<file path="src/rtl/sram_march_bist.sv">
// March C- built-in self-test engine for a single-port SRAM.
//
// Owns the SRAM port for the whole test run, walks the six March C- elements
// over DEPTH words, compares the read data and reports the outcome.
//
// Ports:
//   i_clk        system clock, rising edge
//   i_rst        asynchronous active-high reset
//   i_start      run request, only sampled while idle
//   o_sram_wr    SRAM write enable
//   o_sram_addr  SRAM address
//   o_sram_data  SRAM write data
//   i_sram_rout  SRAM read data, valid RD_LAT cycles after a read is issued
//   o_busy       test in progress (RUN or DRAIN)
//   o_done       single-cycle end-of-run pulse
//   o_pass       last completed run saw no mismatches
//   o_fail_addr  address of the first mismatch of the run
//   o_fail_exp   expected data at the first mismatch
//   o_fail_got   received data at the first mismatch
//   o_err_count  mismatch count, saturating at 255
//
// state | meaning
// IDLE  | waiting for i_start, results held
// RUN   | one SRAM operation per cycle through elements M0..M5
// DRAIN | last RD_LAT reads still in flight (skipped when RD_LAT=0)
// DONE  | o_done pulse, o_pass valid, back to IDLE next cycle
module sram_march_bist #(
  parameter int AW     = 5,
  parameter int DW     = 6,
  parameter int DEPTH  = 32,
  parameter int RD_LAT = 1
) (
  input  logic          i_clk,
  input  logic          i_rst,
  input  logic          i_start,
  output logic          o_sram_wr,
  output logic [AW-1:0] o_sram_addr,
  output logic [DW-1:0] o_sram_data,
  input  logic [DW-1:0] i_sram_rout,
  output logic          o_busy,
  output logic          o_done,
  output logic          o_pass,
  output logic [AW-1:0] o_fail_addr,
  output logic [DW-1:0] o_fail_exp,
  output logic [DW-1:0] o_fail_got,
  output logic [7:0]    o_err_count
);

  typedef enum logic [1:0] {S_IDLE, S_RUN, S_DRAIN, S_DONE} state_t;

  localparam logic [AW-1:0] LAST       = AW'(DEPTH - 1);
  localparam logic [1:0]    DRAIN_LOAD = 2'((RD_LAT > 0) ? RD_LAT - 1 : 0);
  localparam logic [DW-1:0] B0         = '0;
  localparam logic [DW-1:0] B1         = '1;

  state_t        r_state, w_state_nxt;
  logic [2:0]    r_elem;
  logic [AW-1:0] r_cnt;
  logic          r_wph;
  logic [1:0]    r_drain;
  logic [7:0]    r_err;
  logic          r_pass;
  logic          r_first;
  logic [AW-1:0] r_fail_addr;
  logic [DW-1:0] r_fail_exp;
  logic [DW-1:0] r_fail_got;

  logic          w_two_op;
  logic          w_desc;
  logic          w_is_wr;
  logic          w_rd;
  logic          w_last_op;
  logic          w_accept;
  logic [AW-1:0] w_addr;
  logic [DW-1:0] w_wr_bg;
  logic [DW-1:0] w_rd_exp;

  // r_cnt counts down the words left in the element; ascending elements
  // map it to LAST-r_cnt so both directions share one terminal count.
  // r_wph selects the write half of a read-then-write element.
  always_comb begin
    w_two_op  = (r_elem >= 3'd1) && (r_elem <= 3'd4);
    w_desc    = (r_elem == 3'd3) || (r_elem == 3'd4);
    w_is_wr   = (r_elem == 3'd0) || (w_two_op && r_wph);
    w_addr    = w_desc ? r_cnt : LAST - r_cnt;
    w_wr_bg   = ((r_elem == 3'd1) || (r_elem == 3'd3)) ? B1 : B0;
    w_rd_exp  = ((r_elem == 3'd2) || (r_elem == 3'd4)) ? B1 : B0;
    w_last_op = (r_elem == 3'd5) && (r_cnt == '0);
  end

  assign w_rd     = (r_state == S_RUN) && !w_is_wr;
  assign w_accept = (r_state == S_IDLE) && i_start;

  always_ff @(posedge i_clk or posedge i_rst) begin
    if (i_rst) begin
      r_state <= S_IDLE;
    end else begin
      r_state <= w_state_nxt;
    end
  end

  always_comb begin
    w_state_nxt = r_state;
    o_busy      = 1'b0;
    o_done      = 1'b0;
    o_sram_wr   = 1'b0;
    o_sram_addr = '0;
    o_sram_data = '0;
    unique case (r_state)
      S_IDLE: begin
        if (i_start) w_state_nxt = S_RUN;
      end
      S_RUN: begin
        o_busy      = 1'b1;
        o_sram_wr   = w_is_wr;
        o_sram_addr = w_addr;
        o_sram_data = w_is_wr ? w_wr_bg : '0;
        if (w_last_op) w_state_nxt = (RD_LAT == 0) ? S_DONE : S_DRAIN;
      end
      S_DRAIN: begin
        o_busy = 1'b1;
        if (r_drain == '0) w_state_nxt = S_DONE;
      end
      S_DONE: begin
        o_done      = 1'b1;
        w_state_nxt = S_IDLE;
      end
      default: w_state_nxt = S_IDLE;
    endcase
  end

  always_ff @(posedge i_clk or posedge i_rst) begin
    if (i_rst) begin
      r_elem  <= '0;
      r_cnt   <= '0;
      r_wph   <= 1'b0;
      r_drain <= '0;
    end else if (w_accept) begin
      r_elem <= '0;
      r_cnt  <= LAST;
      r_wph  <= 1'b0;
    end else if (r_state == S_RUN) begin
      if (w_last_op) r_drain <= DRAIN_LOAD;
      if (w_two_op && !r_wph) begin
        r_wph <= 1'b1;
      end else begin
        r_wph <= 1'b0;
        if (r_cnt == '0) begin
          r_elem <= r_elem + 3'd1;
          r_cnt  <= LAST;
        end else begin
          r_cnt <= r_cnt - 1'b1;
        end
      end
    end else if (r_state == S_DRAIN) begin
      r_drain <= r_drain - 2'd1;
    end
  end

  // Compare pipeline: each read carries its address and expected word until
  // the SRAM data for it arrives.
  logic          w_cmp_vld;
  logic [AW-1:0] w_cmp_addr;
  logic [DW-1:0] w_cmp_exp;

  generate
    if (RD_LAT == 0) begin : g_nolat
      assign w_cmp_vld  = w_rd;
      assign w_cmp_addr = w_addr;
      assign w_cmp_exp  = w_rd_exp;
    end else begin : g_pipe
      logic [RD_LAT-1:0]         r_pv;
      logic [RD_LAT-1:0][AW-1:0] r_pa;
      logic [RD_LAT-1:0][DW-1:0] r_pe;

      always_ff @(posedge i_clk or posedge i_rst) begin
        if (i_rst) begin
          r_pv <= '0;
          r_pa <= '0;
          r_pe <= '0;
        end else begin
          r_pv[0] <= w_rd;
          r_pa[0] <= w_addr;
          r_pe[0] <= w_rd_exp;
          for (int i = 1; i < RD_LAT; i++) begin
            r_pv[i] <= r_pv[i-1];
            r_pa[i] <= r_pa[i-1];
            r_pe[i] <= r_pe[i-1];
          end
        end
      end

      assign w_cmp_vld  = r_pv[RD_LAT-1];
      assign w_cmp_addr = r_pa[RD_LAT-1];
      assign w_cmp_exp  = r_pe[RD_LAT-1];
    end
  endgenerate

  logic       w_mis;
  logic [7:0] w_err_nxt;

  assign w_mis     = w_cmp_vld && (i_sram_rout != w_cmp_exp);
  assign w_err_nxt = (w_mis && (r_err != 8'hFF)) ? r_err + 8'd1 : r_err;

  always_ff @(posedge i_clk or posedge i_rst) begin
    if (i_rst) begin
      r_err       <= '0;
      r_pass      <= 1'b0;
      r_first     <= 1'b0;
      r_fail_addr <= '0;
      r_fail_exp  <= '0;
      r_fail_got  <= '0;
    end else if (w_accept) begin
      r_err       <= '0;
      r_pass      <= 1'b0;
      r_first     <= 1'b0;
      r_fail_addr <= '0;
      r_fail_exp  <= '0;
      r_fail_got  <= '0;
    end else begin
      r_err <= w_err_nxt;
      if (w_mis && !r_first) begin
        r_first     <= 1'b1;
        r_fail_addr <= w_cmp_addr;
        r_fail_exp  <= w_cmp_exp;
        r_fail_got  <= i_sram_rout;
      end
      // Uses the post-compare count so the final read is included even with
      // RD_LAT=0, where it lands in the same cycle RUN hands over to DONE.
      if (w_state_nxt == S_DONE) r_pass <= (w_err_nxt == 8'd0);
    end
  end

  assign o_pass      = r_pass;
  assign o_err_count = r_err;
  assign o_fail_addr = r_fail_addr;
  assign o_fail_exp  = r_fail_exp;
  assign o_fail_got  = r_fail_got;

endmodule
</file>
<file path="config.mk">
export PLATFORM = sky130hd
export DESIGN_NAME = sram_march_bist
export DESIGN_NICKNAME = d
export VERILOG_FILES = /design/src/rtl/sram_march_bist.sv
export SDC_FILE = /design/constraint.sdc
export NUM_CORES = 1
export LEC_CHECK = 0
export ABC_AREA = 1
export CORE_MARGIN = 4
export CORE_UTILIZATION = 47
export CTS_CLUSTER_DIAMETER = 60
export DETAILED_ROUTE_END_ITERATION = 10
export GPL_TIMING_DRIVEN = 0
export PLACE_DENSITY = 0.87
export SLEW_MARGIN = 10
export SYNTH_ARGS = -nofsm -noshare
export SYNTH_HDL_FRONTEND = slang
export SYNTH_SLANG_ARGS = --single-unit
</file>
<file path="constraint.sdc">
create_clock -name i_clk -period 1.75 [get_ports i_clk]
set_input_delay 0.2625 -clock i_clk [delete_from_list [all_inputs] [get_ports i_clk]]
set_output_delay 0.2625 -clock i_clk [all_outputs]
set_load 0.01 [all_outputs]
</file>
==> results.rst <==
.. list-table::
   :header-rows: 1

   * - Metric
     - Value
   * - H-tree lvl count
     - 2
   * - Minimum hold slack
     - 0.226 ns
   * - Overall global routing resource usage
     - 21.1%
   * - Sequential-to-total area share from yosys stat
     - 42.9%
   * - Detailed Routing Iterations Pass 1
     - 5
   * - Critical path buffer and inverter count
     - 5
   * - Die Footprint
     - 0.00643 mm²
   * - Crit-path leading delay family
     - buffers and inverters
   * - Initial antenna violation count
     - 0
   * - Maximum vdd drop
     - 853 µV
   * - Synthesis warning total
     - 0
   * - Layout Utilization
     - 72.1%
   * - Starting utilization of the core area
     - 48.2%
   * - Number of max-slew violations in the final report
     - 0
   * - Critical Path Source Type
     - flip-flop
   * - Pin count of the biggest net entering global routing
     - 30
   * - Per-cell routed wire length
     - 16.4 µm
   * - DRT Wirelength
     - 7790 µm
   * - Fmax
     - 434 MHz
   * - Clock edge transition at the registers on the reported setup and hold paths
     - 0.09 ns
   * - Worst-Margin Slew
     - 0.473 ns
   * - Chain of cells forming the critical path
     - inv_2 > ha_4 > nor2_4 > o21bai_4 > buf_6 > buf_6 > xor2_2 > inv_1 > nor2_1 > buf_2
   * - Via count of the first global-routing pass
     - 2315
   * - Sum Neg Setup Slack
     - -6.11 ns
   * - Total number of placement rows
     - 26
   * - Unrepaired setup endpoints after global routing
     - true
   * - Proportion of total power due to net switching
     - 42.8%
   * - Netlist area before placement
     - 0.00245 mm²
   * - Share of the clock period used by the worst path after layout
     - 132%
   * - Share of layout cells above drive strength 1
     - 33.7%
   * - Worst path most repeated cell
     - sky130_fd_sc_hd__buf_6
   * - Fin. Hold Viols
     - 0
   * - Violations in the final reports
     - negative setup slack
   * - Instance count after placement with tap cells included
     - 425
   * - DP Worst Slack
     - -0.645 ns
   * - Core region area
     - 0.00507 mm²
   * - Number of max-capacitance violations reported
     - 0
   * - Remaining routing DRC violations
     - 0
   * - Number of instances in the synthesized netlist
     - 306
   * - Final setup slack of the worst path
     - -0.556 ns
   * - Mean post-synth cell area
     - 8.00 µm²
   * - WP data required
     - 1.49 ns
   * - CP max stage cell
     - sky130_fd_sc_hd__dfrtp_1
   * - Total via count in the routed design
     - 2508
   * - Antenna fix cells
     - 0
   * - Routability-driven placement congestion ratio
     - 0.847
   * - Total congestion overflow
     - 0
   * - Peak fanout along the critical path
     - 4
   * - Wire length of the first global-routing pass
     - 10700 µm
   * - Post-synth net total
     - 329
   * - Post-route cell area
     - 0.00366 mm²
   * - Library cells used by synthesis
     - 30
   * - Standby leakage power
     - 1.82 nW
   * - Number of setup violations in the final report
     - 17
   * - Die boundary height
     - 80.2 µm
   * - Crit path kind
     - flip-flop to primary output
   * - CTS tree
     - yes
   * - PortBufs
     - 48
   * - Proportion of power drawn by flip-flops and latches
     - 23.9%
   * - Worst Path Arrival
     - 2.04 ns
   * - Clock latency on the worst-skew pair
     - 0.30 ns
   * - Class of the worst hold path
     - primary input to asynchronous set/reset pin
   * - Clk buf depth
     - 2
   * - Syn-to-layout area delta
     - 49.4%
   * - Logic pwr share
     - 66.4%
   * - Clock root cell
     - sky130_fd_sc_hd__clkbuf_8
   * - Overall power consumption
     - 7.00 mW
   * - Relative slew slack
     - 68.4%
   * - Clock buffer count from CTS
     - 5
   * - Clock network fraction of design power
     - 9.6%
   * - Clock Sink Count
     - 42
   * - Post-detail-place hpwl
     - 4080 µm
   * - Ports placed on the boundary
     - 49
   * - Maximum clock skew at final layout
     - 0.00863 ns
   * - Pint
     - 4.00 mW
   * - Sw Pwr
     - 3.00 mW
   * - Pwr Density
     - 1920 mW/mm²
   * - Layout Nets
     - 426
   * - Number of flip-flops and latches in the synthesized netlist
     - 42
   * - Via-per-instance ratio
     - 5.29
   * - Iteration-0 DRC count of the detailed router
     - 219
   * - Final Instance Count excl. Fillers
     - 474
   * - Endpoint kind of the worst setup timing path
     - primary output
   * - Post-layout min period
     - 2.31 ns
   * - Biggest cell delay along the critical path
     - 0.40 ns
   * - Horiz. Die Dim
     - 80.2 µm
   * - Antenna-violating nets left
     - 0
   * - Result of the run
     - complete, but fails checks
   * - Instance area at placement
     - 0.00306 mm²
registers in the layout, indices dropped and copies added, names as in the netlist, 2 cells and up:
name / cells
o_err_count: 8
o_fail_got: 6
g_pipe.r_pa: 5
o_fail_addr: 5
r_cnt: 5
r_elem: 3
r_drain: 2
r_state: 2
synth_stat cells (all sizes together):
cell	instances	area (µm²)
a21oi	9	45.0
a22o	1	8.76
a31oi	1	6.26
buf	14	103
clkbuf	2	7.51
clkinv	1	3.75
dfrtp	42	1050
ha	14	175
inv	44	165
nand2	68	283
nand3	39	205
nand4	3	33.8
nor2	36	155
nor3	2	10.0
o21ai	17	85.1
o21bai	1	11.3
o22ai	1	6.26
o31ai	1	7.51
or2	1	6.26
xnor2	1	8.76
xor2	8	70.1
power groups by stage:
stage | Combinational [mW] | Sequential, mW | Clock (mW)
5_1_grt | 5.00 | 1.72 | 0.713
3_3_place_gp | 2.90 | 1.64 | 0
2_1_floorplan | 1.79 | 1.68 | 0
6_report | 4.65 | 1.68 | 0.674
3_5_place_dp | 3.02 | 1.66 | 0
4_1_cts | 3.69 | 1.63 | 0.652
layout by cell type (no fill, tap or decap), types with 4 or more instances in the layout:
cell type and count:
sky130_fd_sc_hd__a21oi_1 8, sky130_fd_sc_hd__buf_2 7, sky130_fd_sc_hd__buf_4 41, sky130_fd_sc_hd__buf_6 18, sky130_fd_sc_hd__clkbuf_8 6, sky130_fd_sc_hd__clkdlybuf4s50_1 34, sky130_fd_sc_hd__dfrtp_1 40, sky130_fd_sc_hd__ha_1 9
sky130_fd_sc_hd__ha_4 4, sky130_fd_sc_hd__inv_1 31, sky130_fd_sc_hd__inv_2 10, sky130_fd_sc_hd__nand2_1 53, sky130_fd_sc_hd__nand2_2 12, sky130_fd_sc_hd__nand3_1 34, sky130_fd_sc_hd__nand3_2 5, sky130_fd_sc_hd__nor2_1 26
sky130_fd_sc_hd__nor2_2 7, sky130_fd_sc_hd__o21ai_0 13, sky130_fd_sc_hd__o21ai_1 4, sky130_fd_sc_hd__xor2_2 5
worst reg2reg max path, stage by stage, from the launching register on:
cell	delay, ns
sky130_fd_sc_hd__dfrtp_2	0.44
sky130_fd_sc_hd__buf_6	0.13
sky130_fd_sc_hd__ha_4	0.16
sky130_fd_sc_hd__nor2_4	0.08
sky130_fd_sc_hd__a21oi_2	0.07
sky130_fd_sc_hd__inv_2	0.08
sky130_fd_sc_hd__o22ai_4	0.07
sky130_fd_sc_hd__buf_4	0.15
sky130_fd_sc_hd__buf_4	0.12
sky130_fd_sc_hd__buf_4	0.12
sky130_fd_sc_hd__buf_4	0.12
sky130_fd_sc_hd__buf_4	0.12
sky130_fd_sc_hd__buf_4	0.12
sky130_fd_sc_hd__buf_4	0.12
sky130_fd_sc_hd__nor2_1	0.11
final cells by class:
cell class | count | area [µm²]
Multi-Input combinational cell | 204 | 1320
Buffer | 15 | 115
Clock inverter | 1 | 5.00
Inverter | 45 | 176
Timing Repair Buffer | 90 | 817
Fill cell | 355 | 1420
Tap cell | 70 | 87.6
Clock buffer | 7 | 86.3
Sequential cell | 42 | 1050
layer usage:
| layer | part of all wire [%] | global-route usage, % |
|---|---|---|
| met2 | 53 | 38.7 |
| met3 | 7.4 | 3.36 |
| met4 | 3.4 | 6.59 |
| met1 | 36 | 25.1 |
| met5 | 0 | 0 |
logic make-up (layout without fill, tap and decap cells):
group / count (synthesis) / count (layout) / share of synthesized area [%]
adders and majority gates: 14 / 14 / 7.16
xor gates and xnor gates: 9 / 9 / 3.22
AOI/OAI and AO/OA: 31 / 31 / 6.95
buffers and inverters: 61 / 158 / 11.4
and+or+nand+nor: 149 / 150 / 28.3
DFF: 42 / 42 / 42.9
final timing paths:
kind | from | endpoint | slack (ns) | cells after the start
max | r_elem[1] | o_sram_addr[2] | -0.56 | 10
min | i_rst | o_err_count[3] | 0.23 | 2
max reg2reg | r_elem[0] | g_pipe.r_pv | -0.33 | 14
min reg2reg | g_pipe.r_pa[1] | o_fail_addr[1] | 0.51 | 2
max in group asynchronous | i_rst | r_elem[0] | 1.05 | 3
min in group i_clk | g_pipe.r_pa[1] | o_fail_addr[1] | 0.51 | 2
what timing repair did:
item | 4_1_cts | 5_1_grt
gates resized for setup | 58 | 59
buffers inserted | 27 | 16
cloned | 0 | 1
pin swaps | 9 | 11
endpoints found under the setup margin | 18 | 35
hold buffers | 0 | 0
(Power assumes the default switching activity.)
